$ cat src/rtl/pipe_pkg.sv
// pipe_pkg: shared types and helpers for the triangle lane dispatcher
package pipe_pkg;
  typedef enum logic {RUN, DRAIN} state_t;
  typedef logic [2:0] lane_id_t;
  function automatic int id_w(input int n);
    return (n > 1) ? $clog2(n) : 1;
  endfunction
endpackage

$ cat src/rtl/lane_order_fifo.sv
// lane_order_fifo: registered FIFO recording the lane ID of every issued triangle
module lane_order_fifo #(
  parameter int WIDTH = 1,
  parameter int DEPTH = 16
) (
  input  logic                   clk,
  input  logic                   rst,
  input  logic                   push,
  input  logic                   pop,
  input  logic [WIDTH-1:0]       din,
  output logic [WIDTH-1:0]       dout,
  output logic                   full,
  output logic                   empty,
  output logic [$clog2(DEPTH):0] count
);
  localparam int AW = $clog2(DEPTH);
  logic [WIDTH-1:0] r_mem [DEPTH];
  logic [AW:0] r_wr, r_rd;
  // pointers carry an extra wrap bit so full and empty are distinguishable
  always_ff @(posedge clk or posedge rst)
    if (rst) begin
      r_wr <= '0;
      r_rd <= '0;
    end else begin
      if (push && !full) r_wr <= r_wr + 1'b1;
      if (pop && !empty) r_rd <= r_rd + 1'b1;
    end
  // storage needs no reset: only entries between the pointers are ever read
  always_ff @(posedge clk)
    if (push && !full) r_mem[r_wr[AW-1:0]] <= din;
  assign count = r_wr - r_rd;
  assign empty = r_wr == r_rd;
  assign full  = count == (AW+1)'(DEPTH);
  assign dout  = r_mem[r_rd[AW-1:0]];
endmodule

$ cat src/rtl/tri_lane_dispatcher.sv
// tri_lane_dispatcher: round-robin issue of triangles to free lanes with in-order result merge
module tri_lane_dispatcher
  import pipe_pkg::*;
#(
  parameter int N_LANES   = 2,
  parameter int DATA_W    = 288,
  parameter int ORD_DEPTH = 16
) (
  input  logic                       clk,
  input  logic                       rst,
  input  logic                       s_valid,
  output logic                       s_ready,
  input  logic [DATA_W-1:0]          s_data,
  output logic [N_LANES-1:0]         lane_valid,
  input  logic [N_LANES-1:0]         lane_ready,
  output logic [DATA_W-1:0]          lane_data,
  input  logic [N_LANES-1:0]         res_valid,
  output logic [N_LANES-1:0]         res_ready,
  input  logic [N_LANES*DATA_W-1:0]  res_data,
  output logic                       m_valid,
  input  logic                       m_ready,
  output logic [DATA_W-1:0]          m_data,
  input  logic                       flush,
  output logic                       flush_done,
  output logic [$clog2(ORD_DEPTH):0] in_flight,
  output logic                       busy,
  output logic [31:0]                tri_count
);
  localparam int ID_W = id_w(N_LANES);
  state_t r_state, w_next;
  logic [ID_W-1:0] r_rr_ptr, w_sel, w_head;
  logic [N_LANES-1:0] w_rot;
  logic r_flush_done, w_full, w_empty, w_issue, w_pop;
  logic [31:0] r_tri_count;
  assign w_rot = N_LANES'({lane_ready, lane_ready} >> r_rr_ptr);
  // first ready lane at or after the round-robin pointer, wrapping around
  always_comb begin
    w_sel = r_rr_ptr;
    for (int k = N_LANES - 1; k >= 0; k--)
      if (w_rot[k]) w_sel = ID_W'((32'(r_rr_ptr) + 32'(k)) % N_LANES);
  end
  assign s_ready    = |lane_ready && !w_full && r_state == RUN;
  assign w_issue    = s_valid && s_ready;
  assign lane_valid = N_LANES'(w_issue) << w_sel;
  assign lane_data  = s_data;
  assign m_valid    = !w_empty && res_valid[w_head];
  assign m_data     = res_data[w_head*DATA_W +: DATA_W];
  assign res_ready  = N_LANES'(m_ready && !w_empty) << w_head;
  assign w_pop      = m_valid && m_ready;
  assign busy       = !w_empty || r_state == DRAIN;
  assign flush_done = r_flush_done;
  assign tri_count  = r_tri_count;
  lane_order_fifo #(.WIDTH(ID_W), .DEPTH(ORD_DEPTH)) u_ord (
    .clk   (clk),
    .rst   (rst),
    .push  (w_issue),
    .pop   (w_pop),
    .din   (w_sel),
    .dout  (w_head),
    .full  (w_full),
    .empty (w_empty),
    .count (in_flight)
  );
  // flush starts a drain; the drain ends once every issued triangle has been emitted
  always_comb begin
    w_next = r_state;
    w_next = (r_state == RUN) ? (flush ? DRAIN : RUN) : (w_empty ? RUN : DRAIN);
  end
  // state, round-robin pointer, drain-done pulse and emitted-triangle count
  always_ff @(posedge clk or posedge rst)
    if (rst) begin
      r_state      <= RUN;
      r_rr_ptr     <= '0;
      r_flush_done <= 1'b0;
      r_tri_count  <= '0;
    end else begin
      r_state      <= w_next;
      r_flush_done <= r_state == DRAIN && w_empty;
      if (w_issue) r_rr_ptr <= ID_W'((32'(w_sel) + 32'd1) % N_LANES);
      if (w_pop) r_tri_count <= r_tri_count + 32'd1;
    end
endmodule

$ cat config.mk
export PLATFORM = sky130hd
export DESIGN_NAME = tri_lane_dispatcher
export DESIGN_NICKNAME = d
export VERILOG_FILES = /design/src/rtl/pipe_pkg.sv /design/src/rtl/lane_order_fifo.sv /design/src/rtl/tri_lane_dispatcher.sv
export SDC_FILE = /design/constraint.sdc
export NUM_CORES = 1
export LEC_CHECK = 0
export ABC_AREA = 1
export BUFFER_PORTS_ARGS = -buffer_cell sky130_fd_sc_hd__buf_2
export CORE_AREA = 10 10 577 579
export DETAILED_ROUTE_END_ITERATION = 12
export DIE_AREA = 0 0 587 589
export HOLD_SLACK_MARGIN = 0.06
export PLACE_DENSITY_LB_ADDON = 0.08
export SYNTH_ARGS = -nofsm -noshare
export SYNTH_HDL_FRONTEND = slang
export SYNTH_SLANG_ARGS = --single-unit
$ cat constraint.sdc
create_clock -name clk -period 3.8 [get_ports clk]
set_input_delay 0.19 -clock clk [delete_from_list [all_inputs] [get_ports clk]]
set_output_delay 0.19 -clock clk [all_outputs]
set_load 0.05 [all_outputs]
* After elaboration in Yosys (flattened, before gate mapping) *
Memories as Yosys holds them, arrays and structs flattened.
Cells that the tools add are included.

word-level totals
  register bits = 45
  RAM bits = 16
  output and inout bits = 621
  memories kept = 1

cells by class
  equality and inequality tests = 2
  $mul = 1
  magnitude comparators = 1
  reduce and logical (&&, ||, !) cells = 13
  shifts and indexed selects = 4
  $add $sub $neg = 6
  mux-type cells = 9
  bitwise logic cells = 1

memory list
  memory       words  bits a word  rd ports  clocked after Yosys merged registers in  wr ports  line                   RTL
  u_ord.r_mem  16     1            1         0                                        1         lane_order_fifo.sv:17  logic [WIDTH-1:0] r_mem [DEPTH];

operators with widths
  cell                     count
  $shiftx A576 B11 Y288    1
  $add A32 B1 Y32 const B  1
  $add A5 B1 Y5 const B    2
  $logic_and A1 B1 Y1      9
  $mux W1                  9
  $eq A5 B5 Y1             1
  $eq A5 B5 Y1 const B     1
  $mul A1 B4 Y5 const B    1
  $sub A5 B5 Y5            1
  $shl A1 B1 Y2            2
  $shr A4 B1 Y2            1
  $add A1 B1 Y1 const B    2
  $logic_not A1 Y1         2
  $lt A1 B2 Y1 const B     1
  $reduce_or A2 Y1         1
  $logic_or A1 B1 Y1       1
  $not A1 Y1               1

* Logic depth before layout (Yosys ltp) *
Gate-level depths: netlist (run 1).

  depth in word-level cells = 9
  gate-level depth with buffers = 14

* Hierarchy *
A second synthesis (run 1) with hierarchy kept.

second synthesis, totals
  cell total of the unflattened synthesis = 1690
  area total of the unflattened synthesis = 9278.9 µm²

modules (own cells, without submodules)
  module               cells an instance  sequential area each (µm²)  area an instance (µm²)  times used
  tri_lane_dispatcher  1494               875.8                       7666.1                  1
  lane_order_fifo      196                730.7                       1612.8                  1

* Worst setup path after synthesis (run 1) *
Ideal clock, no wire load.

  kind = register to output
  from = register u_ord.r_wr[0]
  to = output lane_valid[0]
  data required time = 3.610 ns
  arrival time = 3.217 ns
  cell stages (with the launch flop) = 12
  path slack = 0.393 ns
  cells stage by stage = dfrtp_1 > inv_1 > ha_1 > inv_1 > fa_1 > xor2_1 > nor3_1 > nand3_1 > nand3_1 > buf_2 > buf_2 > nor2_1

between the ends
  word-level cells in the longest chain between the ends = 7

ends and longest elaborated chain
  what                              line                       RTL
  from (decl)                       lane_order_fifo.sv:18      logic [AW:0] r_wr, r_rd;
  from (signal assigned)            lane_order_fifo.sv:25      if (push && !full) r_wr <= r_wr + 1'b1;
  $sub A5 B5 Y5                     lane_order_fifo.sv:31      assign count = r_wr - r_rd;
  via in_flight[2]                  tri_lane_dispatcher.sv:25  output logic [$clog2(ORD_DEPTH):0] in_flight,
  $eq A5 B5 Y1                      lane_order_fifo.sv:33      assign full = count == (AW+1)'(DEPTH);
  $logic_not A1 Y1                  tri_lane_dispatcher.sv:42  assign s_ready = |lane_ready && !w_full && r_state == RUN;
  $logic_and A1 B1 Y1 (2 in a row)  tri_lane_dispatcher.sv:42
  $logic_and A1 B1 Y1               tri_lane_dispatcher.sv:43  assign w_issue = s_valid && s_ready;
  $shl A1 B1 Y2                     tri_lane_dispatcher.sv:44  assign lane_valid = N_LANES'(w_issue) << w_sel;
  to (decl)                         tri_lane_dispatcher.sv:14  output logic [N_LANES-1:0] lane_valid,

The timed path passes the listed nets, and every way through them passes these cells.

* Worst setup path in the final report (run 1) *
  from = register u_ord.r_rd[0]
  to = output m_data[266]

between the ends
  word-level cells in the longest chain between the ends = 3

ends and longest elaborated chain
  what                    line                       RTL
  from (decl)             lane_order_fifo.sv:18
  from (signal assigned)  lane_order_fifo.sv:26      if (pop && !empty) r_rd <= r_rd + 1'b1;
  $mem_v2 Z16 W1          -
  $mul A1 B4 Y5           tri_lane_dispatcher.sv:47  assign m_data = res_data[w_head*DATA_W +: DATA_W];
  $shiftx A576 B11 Y288   tri_lane_dispatcher.sv:47
  to (decl)               tri_lane_dispatcher.sv:22  output logic [DATA_W-1:0] m_data,

No other way between the ends.

==> flow_summary.html, run 1 <==
<table>
<tr><th>Metric</th><th>Value</th></tr>
<tr><th colspan="2">Run status</th></tr>
<tr><td>Run status</td><td>finished, final reports clean</td></tr>
<tr><th colspan="2">Timing</th></tr>
<tr><td>Count of endpoints failing hold in the final timing report</td><td>0</td></tr>
<tr><td>Pin slew with the least headroom to its limit</td><td>approximately 1 ns</td></tr>
<tr><td>Worst Hold Slack</td><td>about 0.058 ns</td></tr>
<tr><td>Shortest clock period the worst path allows after layout</td><td>roughly 3.5 ns</td></tr>
<tr><td>Number of max-slew violations in the final report</td><td>0</td></tr>
<tr><td>Clock skew after layout</td><td>a little over 0.009 ns</td></tr>
<tr><td>Timing-limited maximum frequency</td><td>~0.28 GHz</td></tr>
<tr><td>Setup TNS</td><td>0 ns</td></tr>
<tr><td>Tcrit/Tclk final</td><td>approximately 93%</td></tr>
<tr><td>Final setup viols</td><td>0</td></tr>
<tr><td>Relative slew slack</td><td>around a third</td></tr>
<tr><td>Unrepaired setup endpoints after global routing</td><td>no</td></tr>
<tr><th colspan="2">Place</th></tr>
<tr><td>Global placer's final weighted congestion</td><td>about 0.87</td></tr>
<tr><td>HPWL after detailed placement</td><td>around 220,000 um</td></tr>
<tr><td>Number of input and output port buffers inserted</td><td>917</td></tr>
<tr><td>Dpl cells</td><td>around 6,700</td></tr>
<tr><th colspan="2">Die</th></tr>
<tr><td>Row Count</td><td>between 200 and 250</td></tr>
<tr><td>Die Area</td><td>345,700 um^2</td></tr>
<tr><td>Number of primary I/O pins</td><td>approximately 1,500</td></tr>
<tr><td>Placeable core region</td><td>~320,000 um^2</td></tr>
<tr><td>Initial Utilization</td><td>roughly 3.1%</td></tr>
<tr><td>Horizontal die dimension</td><td>587 um</td></tr>
<tr><td>Die height</td><td>around 590 um</td></tr>
<tr><th colspan="2">Critical path</th></tr>
<tr><td>Kind of cell adding the most delay to the critical path</td><td>buffers and inverters</td></tr>
<tr><td>Crit-path max FO</td><td>between 40 and 50</td></tr>
<tr><td>WP buf/inv</td><td>5</td></tr>
<tr><td>Endpoint type of the worst setup path</td><td>primary output</td></tr>
<tr><td>WP data required</td><td>approximately 3.6 ns</td></tr>
<tr><td>Biggest cell delay along the critical path</td><td>0.52 ns</td></tr>
<tr><td>Standard cell with the maximum stage delay on the critical path</td><td>sky130_fd_sc_hd__dfrtp_2</td></tr>
<tr><td>Startpoint Class</td><td>flip-flop</td></tr>
<tr><td>Startpoint-to-endpoint class of the critical path</td><td>reg2out</td></tr>
<tr><td>Slack of the worst reg-to-reg path</td><td>around 1 ns</td></tr>
<tr><td>Arrival time at the worst endpoint</td><td>around 3.3 ns</td></tr>
<tr><td>Cells along the critical path</td><td>buf_4, nor2_1, a21oi_1, nand3_1, nand3_2, nand2_8, clkinv_8, buf_12, buf_12, nand2_1, nand2_1, buf_2</td></tr>
<tr><th colspan="2">Finish</th></tr>
<tr><td>P&amp;R area growth vs syn</td><td>81.46%</td></tr>
<tr><td>Net count of the finished layout</td><td>3,245</td></tr>
<tr><td>Fill cell instance count of the final layout</td><td>38,574</td></tr>
<tr><td>Layout cell share with drive strength beyond 1</td><td>41.93%</td></tr>
<tr><td>Non-filler instance count after layout</td><td>6,705</td></tr>
<tr><th colspan="2">Logic synthesis</th></tr>
<tr><td>Synth cell types</td><td>33</td></tr>
<tr><td>Synth Net Count</td><td>~2,700</td></tr>
<tr><td>Post-synthesis cell area</td><td>between 9000 and 10,000 um^2</td></tr>
<tr><td>Synthesized area per cell</td><td>approximately 5.6 um^2</td></tr>
<tr><td>Sequential-to-total area share from yosys stat</td><td>16.21%</td></tr>
<tr><td>Synth warnings</td><td>0</td></tr>
<tr><td>Async set-or-reset flop fraction in the synthesized netlist</td><td>between 70 and 80%</td></tr>
<tr><td>Cell count after synthesis</td><td>approximately 1,800</td></tr>
<tr><td>Number of flip-flops and latches in the synthesized netlist</td><td>just over 60</td></tr>
<tr><td>Number of synthesized flops with an enable pin</td><td>16</td></tr>
<tr><td>Top flip-flop cell by instance count after synthesis</td><td>sky130_fd_sc_hd__dfrtp_1</td></tr>
<tr><th colspan="2">Detailed routing</th></tr>
<tr><td>Average wire length per cell after detail routing</td><td>around 35 um</td></tr>
<tr><td>First-pass iteration count of the detailed router</td><td>5</td></tr>
<tr><td>Via count</td><td>14,793</td></tr>
<tr><td>Drt first-iter violations</td><td>1,172</td></tr>
<tr><td>DRC Markers</td><td>0</td></tr>
<tr><td>Number of routed nets with antenna violations</td><td>0</td></tr>
<tr><td>Average vias per placed instance</td><td>2.206</td></tr>
<tr><td>Routed wire length</td><td>236,800 um</td></tr>
<tr><th colspan="2">Clocking</th></tr>
<tr><td>Cts bufs inserted</td><td>9</td></tr>
<tr><td>Clock-pin transition on the worst setup and hold timing paths</td><td>around 0.07 ns</td></tr>
<tr><td>Root cell of the clock tree</td><td>sky130_fd_sc_hd__clkbuf_16</td></tr>
<tr><td>Clock H-tree levels</td><td>3</td></tr>
<tr><td>Buffer depth of the longest clock path</td><td>2</td></tr>
<tr><td>Number of clock sinks seen by CTS</td><td>about 60</td></tr>
<tr><td>Clock tree from TritonCTS</td><td>built</td></tr>
<tr><td>Clk Latency, worst-skew pair</td><td>0.36 ns</td></tr>
<tr><th colspan="2">Flow run</th></tr>
<tr><td>Max cap viols</td><td>0</td></tr>
<tr><th colspan="2">Global routing</th></tr>
<tr><td>Pin count of the biggest net entering global routing</td><td>53</td></tr>
<tr><td>Gr usage total</td><td>about an eighth</td></tr>
<tr><td>Number of global-route vias before repair</td><td>approximately 15,000</td></tr>
<tr><td>Sum of overflow across all layers after global routing</td><td>0</td></tr>
<tr><td>Global-route wire length before repair</td><td>between 200,000 and 300,000 um</td></tr>
<tr><td>Initial antenna violation count</td><td>between 200 and 250</td></tr>
<tr><th colspan="2">Power</th></tr>
<tr><td>Power per Cell Area</td><td>1303 nW/um^2</td></tr>
<tr><td>Leak</td><td>8.557 nW</td></tr>
<tr><td>Largest voltage drop on the vdd net</td><td>between 0.7 and 0.8 mV</td></tr>
<tr><th colspan="2">Hold path</th></tr>
<tr><td>Worst min-delay path class</td><td>in2async</td></tr>
</table>
==> worst register-to-register path, cell delays in order (launching register included) <==
cell	delay, ns
sky130_fd_sc_hd__dfrtp_1	0.55
sky130_fd_sc_hd__inv_1	0.25
sky130_fd_sc_hd__ha_1	0.41
sky130_fd_sc_hd__a21oi_1	0.19
sky130_fd_sc_hd__nand2_1	0.08
sky130_fd_sc_hd__xor2_1	0.16
sky130_fd_sc_hd__nand3_1	0.15
sky130_fd_sc_hd__nand3_1	0.24
sky130_fd_sc_hd__buf_12	0.25
sky130_fd_sc_hd__nor3_1	0.21
==> what timing repair did <==
action,CTS,global route
endpoints found under the setup margin,6,0
setup buffers,0,0
endpoints found under the hold margin,1,0
hold buffers,1,0
resized for setup,1,0
==> power breakdown <==
part,leakage (nW),switching (mW),internal [mW]
Combinational,7.65,17.7,3.80
Clock,0.153,0.394,0.572
Sequential,0.755,0.158,0.760
Total,8.56,18.3,5.13
==> logic make-up (layout without fill, tap and decap cells) <==
logic type                 after synthesis  after routing  share of synthesized area (%)
buffers and inverters                  418           1018                          29.82
AOI/OAI and AO/OA                       11             11                         0.5808
other                                    0             34                              0
adders and majority gates               11             11                          1.465
xor gates and xnor gates                27             27                          2.386
DFF                                     61             61                          16.21
and+or+nand+nor                       1238           1238                          49.53
==> registers in the layout (all words and copies together), names as in the netlist <==
register / count
u_ord.r_mem: 16
u_ord.r_rd: 5
r_state: 1
u_ord.r_wr: 5
r_rr_ptr: 1
tri_count: 32
flush_done: 1
==> routing by layer <==
layer | vias to the layer above | wire length, um | GRT usage (%)
met3 | 364 | 50720 | 12.85
met5 | - | 811 | 0.5472
li1 | 6295 | - | -
met4 | 96 | 3357 | 1.007
met2 | 1499 | 110700 | 21.96
met1 | 6539 | 71180 | 11.34
==> synthesized netlist by cell type, types with 10 or more instances <==
cell / number / area (um^2)
sky130_fd_sc_hd__ha_1: 10 / 125.1
sky130_fd_sc_hd__buf_4: 292 / 2192
sky130_fd_sc_hd__nand2_2: 13 / 81.33
sky130_fd_sc_hd__nor2_1: 52 / 195.2
sky130_fd_sc_hd__nor3_1: 22 / 110.1
sky130_fd_sc_hd__dfrtp_1: 45 / 1126
sky130_fd_sc_hd__xnor2_1: 10 / 87.58
sky130_fd_sc_hd__nand2_1: 1052 / 3949
sky130_fd_sc_hd__buf_2: 43 / 215.2
sky130_fd_sc_hd__buf_6: 17 / 191.4
sky130_fd_sc_hd__edfxtp_1: 16 / 480.5
sky130_fd_sc_hd__nand3_1: 73 / 365.4
sky130_fd_sc_hd__inv_1: 46 / 172.7
sky130_fd_sc_hd__xor2_1: 17 / 148.9
==> per-stage QoR <==
| step | setup WS, ns | total power, mW | util [%] | instance area, um^2 |
|---|---|---|---|---|
| 2_1_floorplan | 0.3931 | 15.51 | - | 9910 |
| 3_3_place_gp | 0.2033 | 23.49 | 5.480 | 17570 |
| 3_5_place_dp | 0.3291 | 23.39 | 5.480 | 17570 |
| 4_1_cts | 0.08018 | 24.42 | 5.582 | 17900 |
| 5_1_grt | 0.07362 | 24.90 | 5.590 | 17920 |
| 6_report | 0.2750 | 23.43 | 5.608 | 17980 |
==> layout by cell type (no fill, tap or decap), drive strengths merged <==
master / count
nor2: 53
inv: 48
and3: 1
nand4: 8
xnor2: 10
xor2: 17
nand2: 1066
diode: 34
clkinvlp: 1
clkinv: 5
dlygate4sd3: 1
nand3b: 7
buf: 952
nand3: 79
dfrtp: 45
nor3b: 1
clkbuf: 9
o21a: 1
fa: 1
and2: 1
a21oi: 5
ha: 10
bufinv: 2
o21ai: 5
edfxtp: 16
nor3: 22
==> cell type report <==
type                       count  area, um^2  share of cell area, %
sequential                    61        1608                  8.941
clock inverter                 7       90.09                 0.5010
antenna                       34       85.08                 0.4731
inverter                      49       196.4                  1.092
multi-input combinational   1287        5356                  29.79
clock buffer                   9       225.2                  1.252
tap                         4305        5386                  29.95
timing repair buffer         953        5035                  28.00
==> path summary, 6_finish.rpt <==
kind,from,end,cells after the start
min in group clk,s_valid,u_ord.r_wr[0],3
setup / recovery,u_ord.r_rd[0],m_data[266],12
hold / removal,rst,u_ord.r_wr[3],3
setup reg to reg,u_ord.r_rd[3],u_ord.r_mem[6],9
max in group asynchronous,rst,u_ord.r_rd[0],3
hold reg to reg,r_rr_ptr,r_rr_ptr,2
(Power assumes the default switching activity.)
==> run 2, diff against run 1 <==
- CORE_AREA: 10 10 577 579 -> 10 10 567 569
- DIE_AREA: 0 0 587 589 -> 0 0 577 579
- SYNTH_HIERARCHICAL: unset -> 1
==> flow_summary.html, run 2 <==
<table>
<tr><th>Metric</th><th>Value</th></tr>
<tr><th colspan="2">Logic synthesis</th></tr>
<tr><td>Largest area contributor in the synthesized netlist</td><td>sky130_fd_sc_hd__nand2_1</td></tr>
<tr><td>Share of the synthesized netlist area taken by xor and xnor gates</td><td>1.510% (-0.88 points)</td></tr>
<tr><td>Sequential-to-total area share from yosys stat</td><td>17.31% (+1.1 points)</td></tr>
<tr><td>Ranking of synthesized cells by area</td><td>sky130_fd_sc_hd__nand2_1 (42%), sky130_fd_sc_hd__buf_4 (23%), sky130_fd_sc_hd__dfrtp_1 (12%), sky130_fd_sc_hd__edfxtp_1 (5.2%), sky130_fd_sc_hd__inv_1 (2.3%)</td></tr>
<tr><td>Async set-or-reset flop fraction in the synthesized netlist</td><td>73.77% (unchanged)</td></tr>
<tr><td>Largest family of logic cells by synthesized area</td><td>simple AND/OR/NAND/NOR gates</td></tr>
<tr><td>Number of synthesized flops with an enable pin</td><td>16 (unchanged)</td></tr>
<tr><td>Post-synthesis simple-gate area fraction</td><td>49.53% (about the same)</td></tr>
<tr><td>Number of flip-flops and latches in the synthesized netlist</td><td>61 (unchanged)</td></tr>
<tr><td>Multiplexer share of the synthesized area</td><td>0% (unchanged)</td></tr>
<tr><td>Synth Net Count</td><td>2,574 (-2.9%)</td></tr>
<tr><td>Synth cell types</td><td>30 (-9.1%)</td></tr>
<tr><td>Synth warnings</td><td>6 (+6)</td></tr>
<tr><td>Post-synthesis cell area</td><td>9279 um^2 (-6.4%)</td></tr>
<tr><td>Cell count after synthesis</td><td>1,690 (-4.3%)</td></tr>
<tr><td>Cell with the most instances after synthesis</td><td>sky130_fd_sc_hd__nand2_1</td></tr>
<tr><td>Top flip-flop cell by instance count after synthesis</td><td>sky130_fd_sc_hd__dfrtp_1</td></tr>
<tr><td>Synthesized area per cell</td><td>5.490 um^2 (-2.2%)</td></tr>
<tr><td>Area fraction in compound gates after synthesis</td><td>0.8900% (+0.31 points)</td></tr>
<tr><td>Post-Synth Adder-Cell Area</td><td>1.564% (+0.10 points)</td></tr>
<tr><td>Top cells by count, synth</td><td>sky130_fd_sc_hd__nand2_1 (1,048), sky130_fd_sc_hd__buf_4 (290), sky130_fd_sc_hd__inv_1 (56)</td></tr>
<tr><td>Top cell type's share of synthesized area</td><td>42.39% (+2.5 points)</td></tr>
<tr><th colspan="2">Clocking</th></tr>
<tr><td>Number of clock sinks seen by CTS</td><td>61 (unchanged)</td></tr>
<tr><td>Clk Latency, worst-skew pair</td><td>0.37 ns (about the same)</td></tr>
<tr><td>Clock H-tree levels</td><td>3 (unchanged)</td></tr>
<tr><td>Post CTS Setup Buffer Count</td><td>0 (unchanged)</td></tr>
<tr><td>Post-cts repair resize count</td><td>0 (-1)</td></tr>
<tr><td>Clock tree from TritonCTS</td><td>built</td></tr>
<tr><td>Root cell of the clock tree</td><td>sky130_fd_sc_hd__clkbuf_16</td></tr>
<tr><td>Cts bufs inserted</td><td>9 (unchanged)</td></tr>
<tr><td>Clock-pin transition on the worst setup and hold timing paths</td><td>0.06 ns (about the same)</td></tr>
<tr><td>Buffer depth of the longest clock path</td><td>2 (unchanged)</td></tr>
<tr><th colspan="2">Global routing</th></tr>
<tr><td>Global-route wire length before repair</td><td>265,300 um (-2.3%)</td></tr>
<tr><td>Initial antenna violation count</td><td>203 (-7.7%)</td></tr>
<tr><td>Gr usage total</td><td>13.29% (+0.36 points)</td></tr>
<tr><td>Pin count of the biggest net entering global routing</td><td>85 (+60%)</td></tr>
<tr><td>Number of global-route vias before repair</td><td>13,965 (-4.1%)</td></tr>
<tr><td>Sum of overflow across all layers after global routing</td><td>0 (unchanged)</td></tr>
<tr><th colspan="2">Detailed routing</th></tr>
<tr><td>Drt first-iter violations</td><td>684 (-42%)</td></tr>
<tr><td>Highest metal layer with signal wires</td><td>met5</td></tr>
<tr><td>Detail Route met2 WL</td><td>116,800 um (+5.6%)</td></tr>
<tr><td>Average vias per placed instance</td><td>2.139 (-3.1%)</td></tr>
<tr><td>Routed wire length</td><td>235,500 um (-0.54%)</td></tr>
<tr><td>Via count</td><td>13,826 (-6.5%)</td></tr>
<tr><td>Met3 routed WL</td><td>51,660 um (+1.8%)</td></tr>
<tr><td>Number of routed nets with antenna violations</td><td>0 (unchanged)</td></tr>
<tr><td>DRC Markers</td><td>0 (unchanged)</td></tr>
<tr><td>Routed length on met1</td><td>62,230 um (-13%)</td></tr>
<tr><td>First-pass iteration count of the detailed router</td><td>5 (unchanged)</td></tr>
<tr><td>Average wire length per cell after detail routing</td><td>36.43 um (+3.2%)</td></tr>
<tr><th colspan="2">Timing</th></tr>
<tr><td>Worst Hold Slack</td><td>0.2015 ns (+0.1437 ns)</td></tr>
<tr><td>Relative slew slack</td><td>37.50% (+4.6 points)</td></tr>
<tr><td>Pin slew with the least headroom to its limit</td><td>0.9361 ns (-0.06674 ns)</td></tr>
<tr><td>Unrepaired setup endpoints after global routing</td><td>no</td></tr>
<tr><td>Shortest clock period the worst path allows after layout</td><td>3.593 ns (+0.06776 ns)</td></tr>
<tr><td>Timing-limited maximum frequency</td><td>0.2783 GHz (-1.9%)</td></tr>
<tr><td>Number of max-slew violations in the final report</td><td>0 (unchanged)</td></tr>
<tr><td>Tcrit/Tclk final</td><td>94.55% (+1.8 points)</td></tr>
<tr><td>Setup TNS</td><td>0 ns (unchanged)</td></tr>
<tr><td>Count of endpoints failing hold in the final timing report</td><td>0 (unchanged)</td></tr>
<tr><td>Final setup viols</td><td>0 (unchanged)</td></tr>
<tr><td>Clock skew after layout</td><td>0.006668 ns (-0.002411 ns)</td></tr>
<tr><th colspan="2">Critical path</th></tr>
<tr><td>Worst setup path endpoint</td><td>m_data[79]</td></tr>
<tr><td>Number of cells on the worst reg-to-reg path</td><td>18 (+9)</td></tr>
<tr><td>Endpoint type of the worst setup path</td><td>primary output</td></tr>
<tr><td>FF-to-FF End</td><td>u_ord/r_mem[7]</td></tr>
<tr><td>FF-to-FF Start</td><td>u_ord/r_rd[0]</td></tr>
<tr><td>Biggest cell delay along the critical path</td><td>0.54 ns (+0.02 ns)</td></tr>
<tr><td>WP data required</td><td>3.61 ns (about the same)</td></tr>
<tr><td>Slack of the worst reg-to-reg path</td><td>0.59 ns (-0.42 ns)</td></tr>
<tr><td>Cells along the critical path</td><td>inv_2, nand2_1, nand2_1, nand2_1, o21ai_0, nand2_1, nand2_1, nand2_1, nand2_4, buf_12, nand2_1, nand2_1, buf_2</td></tr>
<tr><td>Arrival time at the worst endpoint</td><td>3.40 ns (+0.07 ns)</td></tr>
<tr><td>Launch point of the worst path</td><td>u_ord/r_rd[0]</td></tr>
<tr><td>Startpoint Class</td><td>flip-flop</td></tr>
<tr><td>Crit-path max FO</td><td>84 (+75%)</td></tr>
<tr><td>Startpoint-to-endpoint class of the critical path</td><td>reg2out</td></tr>
<tr><td>Critical path's most frequent cell</td><td>sky130_fd_sc_hd__nand2_1</td></tr>
<tr><td>Standard cell with the maximum stage delay on the critical path</td><td>sky130_fd_sc_hd__dfrtp_1</td></tr>
<tr><th colspan="2">Die</th></tr>
<tr><td>Number of primary I/O pins</td><td>1,494 (unchanged)</td></tr>
<tr><td>Die Area</td><td>334,100 um^2 (-3.4%)</td></tr>
<tr><td>Initial Utilization</td><td>2.990% (-0.10 points)</td></tr>
<tr><td>Horizontal die dimension</td><td>577 um (-1.7%)</td></tr>
<tr><td>Placeable core region</td><td>310,400 um^2 (-3.2%)</td></tr>
<tr><td>Die height</td><td>579 um (-1.7%)</td></tr>
<tr><td>Row Count</td><td>205 (-1.4%)</td></tr>
<tr><th colspan="2">Finish</th></tr>
<tr><td>P&amp;R area growth vs syn</td><td>99.07%</td></tr>
<tr><td>Post-route core utilization</td><td>5.952% (+0.34 points)</td></tr>
<tr><td>Highest-count cells in the layout ignoring fill and taps</td><td>sky130_fd_sc_hd__nand2_1 (1,047), sky130_fd_sc_hd__buf_2 (839), sky130_fd_sc_hd__buf_12 (84), sky130_fd_sc_hd__inv_1 (55), sky130_fd_sc_hd__nor2_1 (51)</td></tr>
<tr><td>Fill cell instance count of the final layout</td><td>37,296 (-3.3%)</td></tr>
<tr><td>Flip-flop count of the largest register after layout</td><td>32 (unchanged)</td></tr>
<tr><td>Leading cell type in the layout, fill and taps excluded</td><td>sky130_fd_sc_hd__nand2_1</td></tr>
<tr><td>Net count of the finished layout</td><td>3,175 (-2.2%)</td></tr>
<tr><td>Layout cell share with drive strength beyond 1</td><td>42.99% (+1.1 points)</td></tr>
<tr><th colspan="2">Power</th></tr>
<tr><td>Leak</td><td>8.742 nW (+2.2%)</td></tr>
<tr><td>Final total power</td><td>27.72 mW (+18%)</td></tr>
<tr><td>Largest voltage drop on the vdd net</td><td>0.5670 mV (-20%)</td></tr>
<tr><td>Net switching power</td><td>20.43 mW (+12%)</td></tr>
<tr><td>Clock power share</td><td>3.7% (-0.4 points)</td></tr>
<tr><td>Internal portion of total power</td><td>7.290 mW (+42%)</td></tr>
<tr><td>Relative contribution of sequential cells to total power</td><td>3.3% (-0.6 points)</td></tr>
<tr><td>Switching fraction of total power</td><td>73.70% (-4.4 points)</td></tr>
<tr><td>Power per Cell Area</td><td>1501 nW/um^2 (+15%)</td></tr>
<tr><td>Combinational share of power</td><td>93.1% (+1.1 points)</td></tr>
<tr><th colspan="2">Place</th></tr>
<tr><td>HPWL after detailed placement</td><td>224,600 um (+0.23%)</td></tr>
<tr><td>Number of input and output port buffers inserted</td><td>917 (unchanged)</td></tr>
<tr><td>Global placer's final weighted congestion</td><td>0.8539 (-2.4%)</td></tr>
<tr><th colspan="2">Run status</th></tr>
<tr><td>Run status</td><td>finished, final reports clean</td></tr>
<tr><th colspan="2">Hold path</th></tr>
<tr><td>Worst min-delay path class</td><td>in2reg</td></tr>
<tr><td>Hold path depth</td><td>3</td></tr>
<tr><th colspan="2">Flow run</th></tr>
<tr><td>Max cap viols</td><td>0 (unchanged)</td></tr>
</table>
-- run 2: cell families after synthesis --
kind of cell             count (synthesis)
AO/OA/AOI/OAI                           15
AND/OR/NAND/NOR                       1171
XOR/XNOR                                16
buffers and inverters                  416
flip-flops                              61
adder cells (fa/ha/maj)                 11
-- run 2: power by group through the flow --
stage               registers, mW  clock network, mW  logic [mW]
detailed placement          0.926                  0        27.0
finish                      0.908               1.02        25.8
global placement            0.929                  0        27.1
floorplan                   0.942                  0        14.8
CTS                         0.915               1.07        27.1
global route                0.931               1.08        27.5
-- run 2: timing repair --
item,in CTS,in global routing
hold buffers,2,0
setup endpoints to repair,0,0
hold endpoints to repair,11,0
-- run 2: worst min path at each step --
stage	startpoint	slack, ns	end
after floorplan	rst	0.03	u_ord/r_rd[0]
after global placement	rst	0.35	u_ord/r_wr[2]
after detailed placement	rst	0.32	u_ord/r_wr[2]
after CTS	s_valid	0.18	r_rr_ptr
after global routing	s_valid	0.22	r_rr_ptr
final	s_valid	0.20	r_rr_ptr
-- run 2: layout make-up --
cell class | instances | area (um^2) | area share [%]
Inverter | 59 | 229.0 | 1.240
Antenna cell | 28 | 70.07 | 0.3793
Timing Repair Buffer | 947 | 6066 | 32.84
Tap cell | 4140 | 5180 | 28.04
Clock buffer | 11 | 242.7 | 1.314
Sequential cell | 61 | 1607 | 8.697
Multi-Input combinational cell | 1213 | 4979 | 26.95
Clock inverter | 5 | 98.84 | 0.5351
-- run 2: worst max-delay path, delay by kind of cell (launching register included) --
kind	cells	cell delay [ns]
AOI/OAI and AO/OA	1	0.09
DFF	1	0.54
and+or+nand+nor	9	1.28
buffers and inverters	3	0.84
-- run 2: stage by stage --
| stage | std cells | setup WS, ns | cell area (um^2) |
|---|---|---|---|
| after global routing | 6455 | 0.005933 | 18450 |
| after detailed placement | 6418 | 0.5704 | 18040 |
| after floorplan | 1690 | 0.2029 | 9286 |
| after global placement | 6418 | 0.4863 | 18040 |
| final | 6464 | 0.2073 | 18470 |
| after CTS | 6436 | 0.2006 | 18400 |
-- run 2: metal layers --
metal / vias to the layer above / track usage, %
met3: 384 / 13.56
met2: 1392 / 24.08
met1: 5946 / 10.13
met4: 90 / 1.150
met5: - / 1.277
li1: 6014 / -
==> run 3, diff against run 2 <==
- CTS_CLUSTER_DIAMETER: unset -> 30
- RECOVER_POWER: unset -> 100
==> flow_summary.html, run 3 (synthesized netlist as in run 2, its figures left out) <==
<table>
<tr><th>Metric</th><th>Value</th></tr>
<tr><th colspan="2">Run status</th></tr>
<tr><td>Run status</td><td>complete, but fails checks</td></tr>
<tr><td>Violated checks</td><td>capacitance limit, slew limit</td></tr>
<tr><th colspan="2">Clocking</th></tr>
<tr><td>Number of clock sinks seen by CTS</td><td>61 (unchanged)</td></tr>
<tr><td>Cts bufs inserted</td><td>9 (unchanged)</td></tr>
<tr><td>Clock tree from TritonCTS</td><td>built</td></tr>
<tr><td>Post CTS Setup Buffer Count</td><td>0 (unchanged)</td></tr>
<tr><td>Clk Latency, worst-skew pair</td><td>0.37 ns (about the same)</td></tr>
<tr><td>Clock-pin transition on the worst setup and hold timing paths</td><td>0.06 ns (about the same)</td></tr>
<tr><td>Clock H-tree levels</td><td>3 (unchanged)</td></tr>
<tr><td>Hold Buf Count CTS</td><td>2 (unchanged)</td></tr>
<tr><td>Post-cts repair resize count</td><td>0 (unchanged)</td></tr>
<tr><td>Buffer depth of the longest clock path</td><td>2 (unchanged)</td></tr>
<tr><td>Root cell of the clock tree</td><td>sky130_fd_sc_hd__clkbuf_16</td></tr>
<tr><th colspan="2">Detailed routing</th></tr>
<tr><td>Via count</td><td>13,784 (-0.30%)</td></tr>
<tr><td>Highest metal layer with signal wires</td><td>met5</td></tr>
<tr><td>Drt first-iter violations</td><td>809 (+18%)</td></tr>
<tr><td>Average vias per placed instance</td><td>2.132 (-0.30%)</td></tr>
<tr><td>DRC Markers</td><td>0 (unchanged)</td></tr>
<tr><td>First-pass iteration count of the detailed router</td><td>5 (unchanged)</td></tr>
<tr><td>Routed wire length</td><td>235,600 um (about the same)</td></tr>
<tr><td>Number of routed nets with antenna violations</td><td>0 (unchanged)</td></tr>
<tr><td>Routed length on met1</td><td>61,590 um (-1.0%)</td></tr>
<tr><td>Met3 routed WL</td><td>52,340 um (+1.3%)</td></tr>
<tr><td>Detail Route met2 WL</td><td>117,100 um (+0.24%)</td></tr>
<tr><td>Average wire length per cell after detail routing</td><td>36.44 um (about the same)</td></tr>
<tr><th colspan="2">Die</th></tr>
<tr><td>Number of primary I/O pins</td><td>1,494 (unchanged)</td></tr>
<tr><td>Placeable core region</td><td>310,400 um^2 (unchanged)</td></tr>
<tr><td>Initial Utilization</td><td>2.990% (unchanged)</td></tr>
<tr><td>Die Area</td><td>334,100 um^2 (unchanged)</td></tr>
<tr><td>Die height</td><td>579 um (unchanged)</td></tr>
<tr><td>Row Count</td><td>205 (unchanged)</td></tr>
<tr><td>Horizontal die dimension</td><td>577 um (unchanged)</td></tr>
<tr><th colspan="2">Power</th></tr>
<tr><td>Switching fraction of total power</td><td>78.67% (+5.0 points)</td></tr>
<tr><td>Relative contribution of sequential cells to total power</td><td>3.5% (+0.2 points)</td></tr>
<tr><td>Power per Cell Area</td><td>1476 nW/um^2 (-1.6%)</td></tr>
<tr><td>Leak</td><td>8.200 nW (-6.2%)</td></tr>
<tr><td>Net switching power</td><td>20.21 mW (-1.1%)</td></tr>
<tr><td>Combinational share of power</td><td>92.5% (-0.6 points)</td></tr>
<tr><td>Internal portion of total power</td><td>5.479 mW (-25%)</td></tr>
<tr><td>Clock power share</td><td>4.0% (+0.3 points)</td></tr>
<tr><td>Largest voltage drop on the vdd net</td><td>0.5673 mV (about the same)</td></tr>
<tr><td>Final total power</td><td>25.69 mW (-7.3%)</td></tr>
<tr><th colspan="2">Finish</th></tr>
<tr><td>Flip-flop count of the largest register after layout</td><td>32 (unchanged)</td></tr>
<tr><td>Fill cell instance count of the final layout</td><td>37,420 (+0.33%)</td></tr>
<tr><td>Net count of the finished layout</td><td>3,175 (unchanged)</td></tr>
<tr><td>P&amp;R area growth vs syn</td><td>87.55%</td></tr>
<tr><td>Highest-count cells in the layout ignoring fill and taps</td><td>sky130_fd_sc_hd__nand2_1 (1,048), sky130_fd_sc_hd__buf_2 (605), sky130_fd_sc_hd__clkbuf_2 (220), sky130_fd_sc_hd__clkbuf_1 (67), sky130_fd_sc_hd__nor2_1 (62)</td></tr>
<tr><td>Leading cell type in the layout, fill and taps excluded</td><td>sky130_fd_sc_hd__nand2_1</td></tr>
<tr><td>Post-route core utilization</td><td>5.607% (-0.34 points)</td></tr>
<tr><td>Layout cell share with drive strength beyond 1</td><td>39.46% (-3.5 points)</td></tr>
<tr><th colspan="2">Timing</th></tr>
<tr><td>Unrepaired setup endpoints after global routing</td><td>no</td></tr>
<tr><td>Post-route setup slack</td><td>0.1578 ns (-0.04942 ns)</td></tr>
<tr><td>Relative slew slack</td><td>-13.80% (-51 points)</td></tr>
<tr><td>Tcrit/Tclk final</td><td>95.85% (+1.3 points)</td></tr>
<tr><td>Pin slew with the least headroom to its limit</td><td>1.705 ns (+0.7691 ns)</td></tr>
<tr><td>Clock skew after layout</td><td>0.008063 ns (+0.001395 ns)</td></tr>
<tr><td>Timing-limited maximum frequency</td><td>0.2746 GHz (-1.4%)</td></tr>
<tr><td>Setup TNS</td><td>0 ns (unchanged)</td></tr>
<tr><td>Final setup viols</td><td>0 (unchanged)</td></tr>
<tr><td>Number of max-slew violations in the final report</td><td>36 (+36)</td></tr>
<tr><td>Count of endpoints failing hold in the final timing report</td><td>0 (unchanged)</td></tr>
<tr><td>Shortest clock period the worst path allows after layout</td><td>3.642 ns (+0.04942 ns)</td></tr>
<tr><th colspan="2">Global routing</th></tr>
<tr><td>Gr usage total</td><td>13.29% (unchanged)</td></tr>
<tr><td>Global-route wire length before repair</td><td>265,300 um (unchanged)</td></tr>
<tr><td>Number of global-route vias before repair</td><td>13,965 (unchanged)</td></tr>
<tr><td>Initial antenna violation count</td><td>206 (+1.5%)</td></tr>
<tr><td>Sum of overflow across all layers after global routing</td><td>0 (unchanged)</td></tr>
<tr><td>Pin count of the biggest net entering global routing</td><td>85 (unchanged)</td></tr>
<tr><th colspan="2">Place</th></tr>
<tr><td>Pre-CTS setup slack</td><td>0.5704 ns (unchanged)</td></tr>
<tr><td>HPWL after detailed placement</td><td>224,600 um (unchanged)</td></tr>
<tr><td>Number of input and output port buffers inserted</td><td>917 (unchanged)</td></tr>
<tr><td>Global placer's final weighted congestion</td><td>0.8539 (unchanged)</td></tr>
<tr><th colspan="2">Critical path</th></tr>
<tr><td>WP data required</td><td>3.61 ns (about the same)</td></tr>
<tr><td>Number of cells on the worst reg-to-reg path</td><td>19 (+1)</td></tr>
<tr><td>Startpoint Class</td><td>flip-flop</td></tr>
<tr><td>Crit-path max FO</td><td>84 (unchanged)</td></tr>
<tr><td>Launch point of the worst path</td><td>u_ord/r_rd[0]</td></tr>
<tr><td>Worst setup path endpoint</td><td>m_data[79]</td></tr>
<tr><td>FF-to-FF Start</td><td>u_ord/r_rd[0]</td></tr>
<tr><td>Endpoint type of the worst setup path</td><td>primary output</td></tr>
<tr><td>Arrival time at the worst endpoint</td><td>3.45 ns (+0.05 ns)</td></tr>
<tr><td>Slack of the worst reg-to-reg path</td><td>0.51 ns (-0.08 ns)</td></tr>
<tr><td>Startpoint-to-endpoint class of the critical path</td><td>reg2out</td></tr>
<tr><td>FF-to-FF End</td><td>tri_count[24]</td></tr>
<tr><th colspan="2">Hold path</th></tr>
<tr><td>Worst min-delay path class</td><td>in2reg</td></tr>
<tr><td>Start point of the worst min-delay path</td><td>s_valid</td></tr>
<tr><th colspan="2">Flow run</th></tr>
<tr><td>Max cap viols</td><td>1 (+1)</td></tr>
</table>
[run 3: changes by cell type in the layout (fill, tap and decap cells not counted), sizes merged]
cell    previous run  this run
buf              945       643
clkbuf            11       313
[run 3: area by class of cell]
class	instances	area [um^2]	share of cell area, %
tap	4140	5180	29.76
timing repair buffer	947	5047	29.00
multi-input combinational	1213	4928	28.32
sequential	61	1607	9.231
clock buffer	11	242.7	1.395
inverter	59	229.0	1.316
clock inverter	5	98.84	0.5680
antenna	28	70.07	0.4026
[run 3: stage by stage]
stage                     hold WS (ns)  instances  instance area (um^2)
after global routing            0.2250       6455                 17380
after detailed placement        0.3228       6418                 18040
after floorplan                0.03018       1690                  9286
final                           0.2001       6464                 17400
after global placement          0.3499       6418                 18040
after CTS                       0.1787       6436                 18400
[run 3: power groups by stage]
stage | clock network (mW) | logic [mW] | registers [mW]
floorplan | 0 | 14.8 | 0.942
global placement | 0 | 27.1 | 0.929
detailed placement | 0 | 27.0 | 0.926
CTS | 1.07 | 27.1 | 0.915
global route | 1.08 | 25.4 | 0.931
finish | 1.02 | 23.8 | 0.908
[run 3: worst max-delay path, cell delays in order, from the launching register on]
cell and delay [ns]:
sky130_fd_sc_hd__dfrtp_1 0.54, sky130_fd_sc_hd__inv_2 0.24, sky130_fd_sc_hd__nand2_1 0.08, sky130_fd_sc_hd__nand2_1 0.06, sky130_fd_sc_hd__nand2_1 0.04, sky130_fd_sc_hd__o21ai_0 0.09
sky130_fd_sc_hd__nand2_1 0.07, sky130_fd_sc_hd__nand2_1 0.07, sky130_fd_sc_hd__nand2_1 0.08, sky130_fd_sc_hd__nand2_4 0.22, sky130_fd_sc_hd__buf_12 0.25, sky130_fd_sc_hd__nand2_1 0.33
sky130_fd_sc_hd__nand2_1 0.38, sky130_fd_sc_hd__buf_2 0.34
[run 3: worst min-delay path by stage]
| stage | to | depth (start not counted) |
|---|---|---|
| 5_1_grt | r_rr_ptr | 3 |
| 3_5_place_dp | u_ord/r_wr[2] | 2 |
| 2_1_floorplan | u_ord/r_rd[0] | 1 |
| 3_3_place_gp | u_ord/r_wr[2] | 2 |
| 4_1_cts | r_rr_ptr | 3 |
| 6_report | r_rr_ptr | 3 |
[run 3: routing by layer]
layer,global-route usage (%),up-vias
met5,1.277,-
met2,24.08,1397
met1,10.13,5904
met4,1.150,92
li1,-,6011
met3,13.56,380
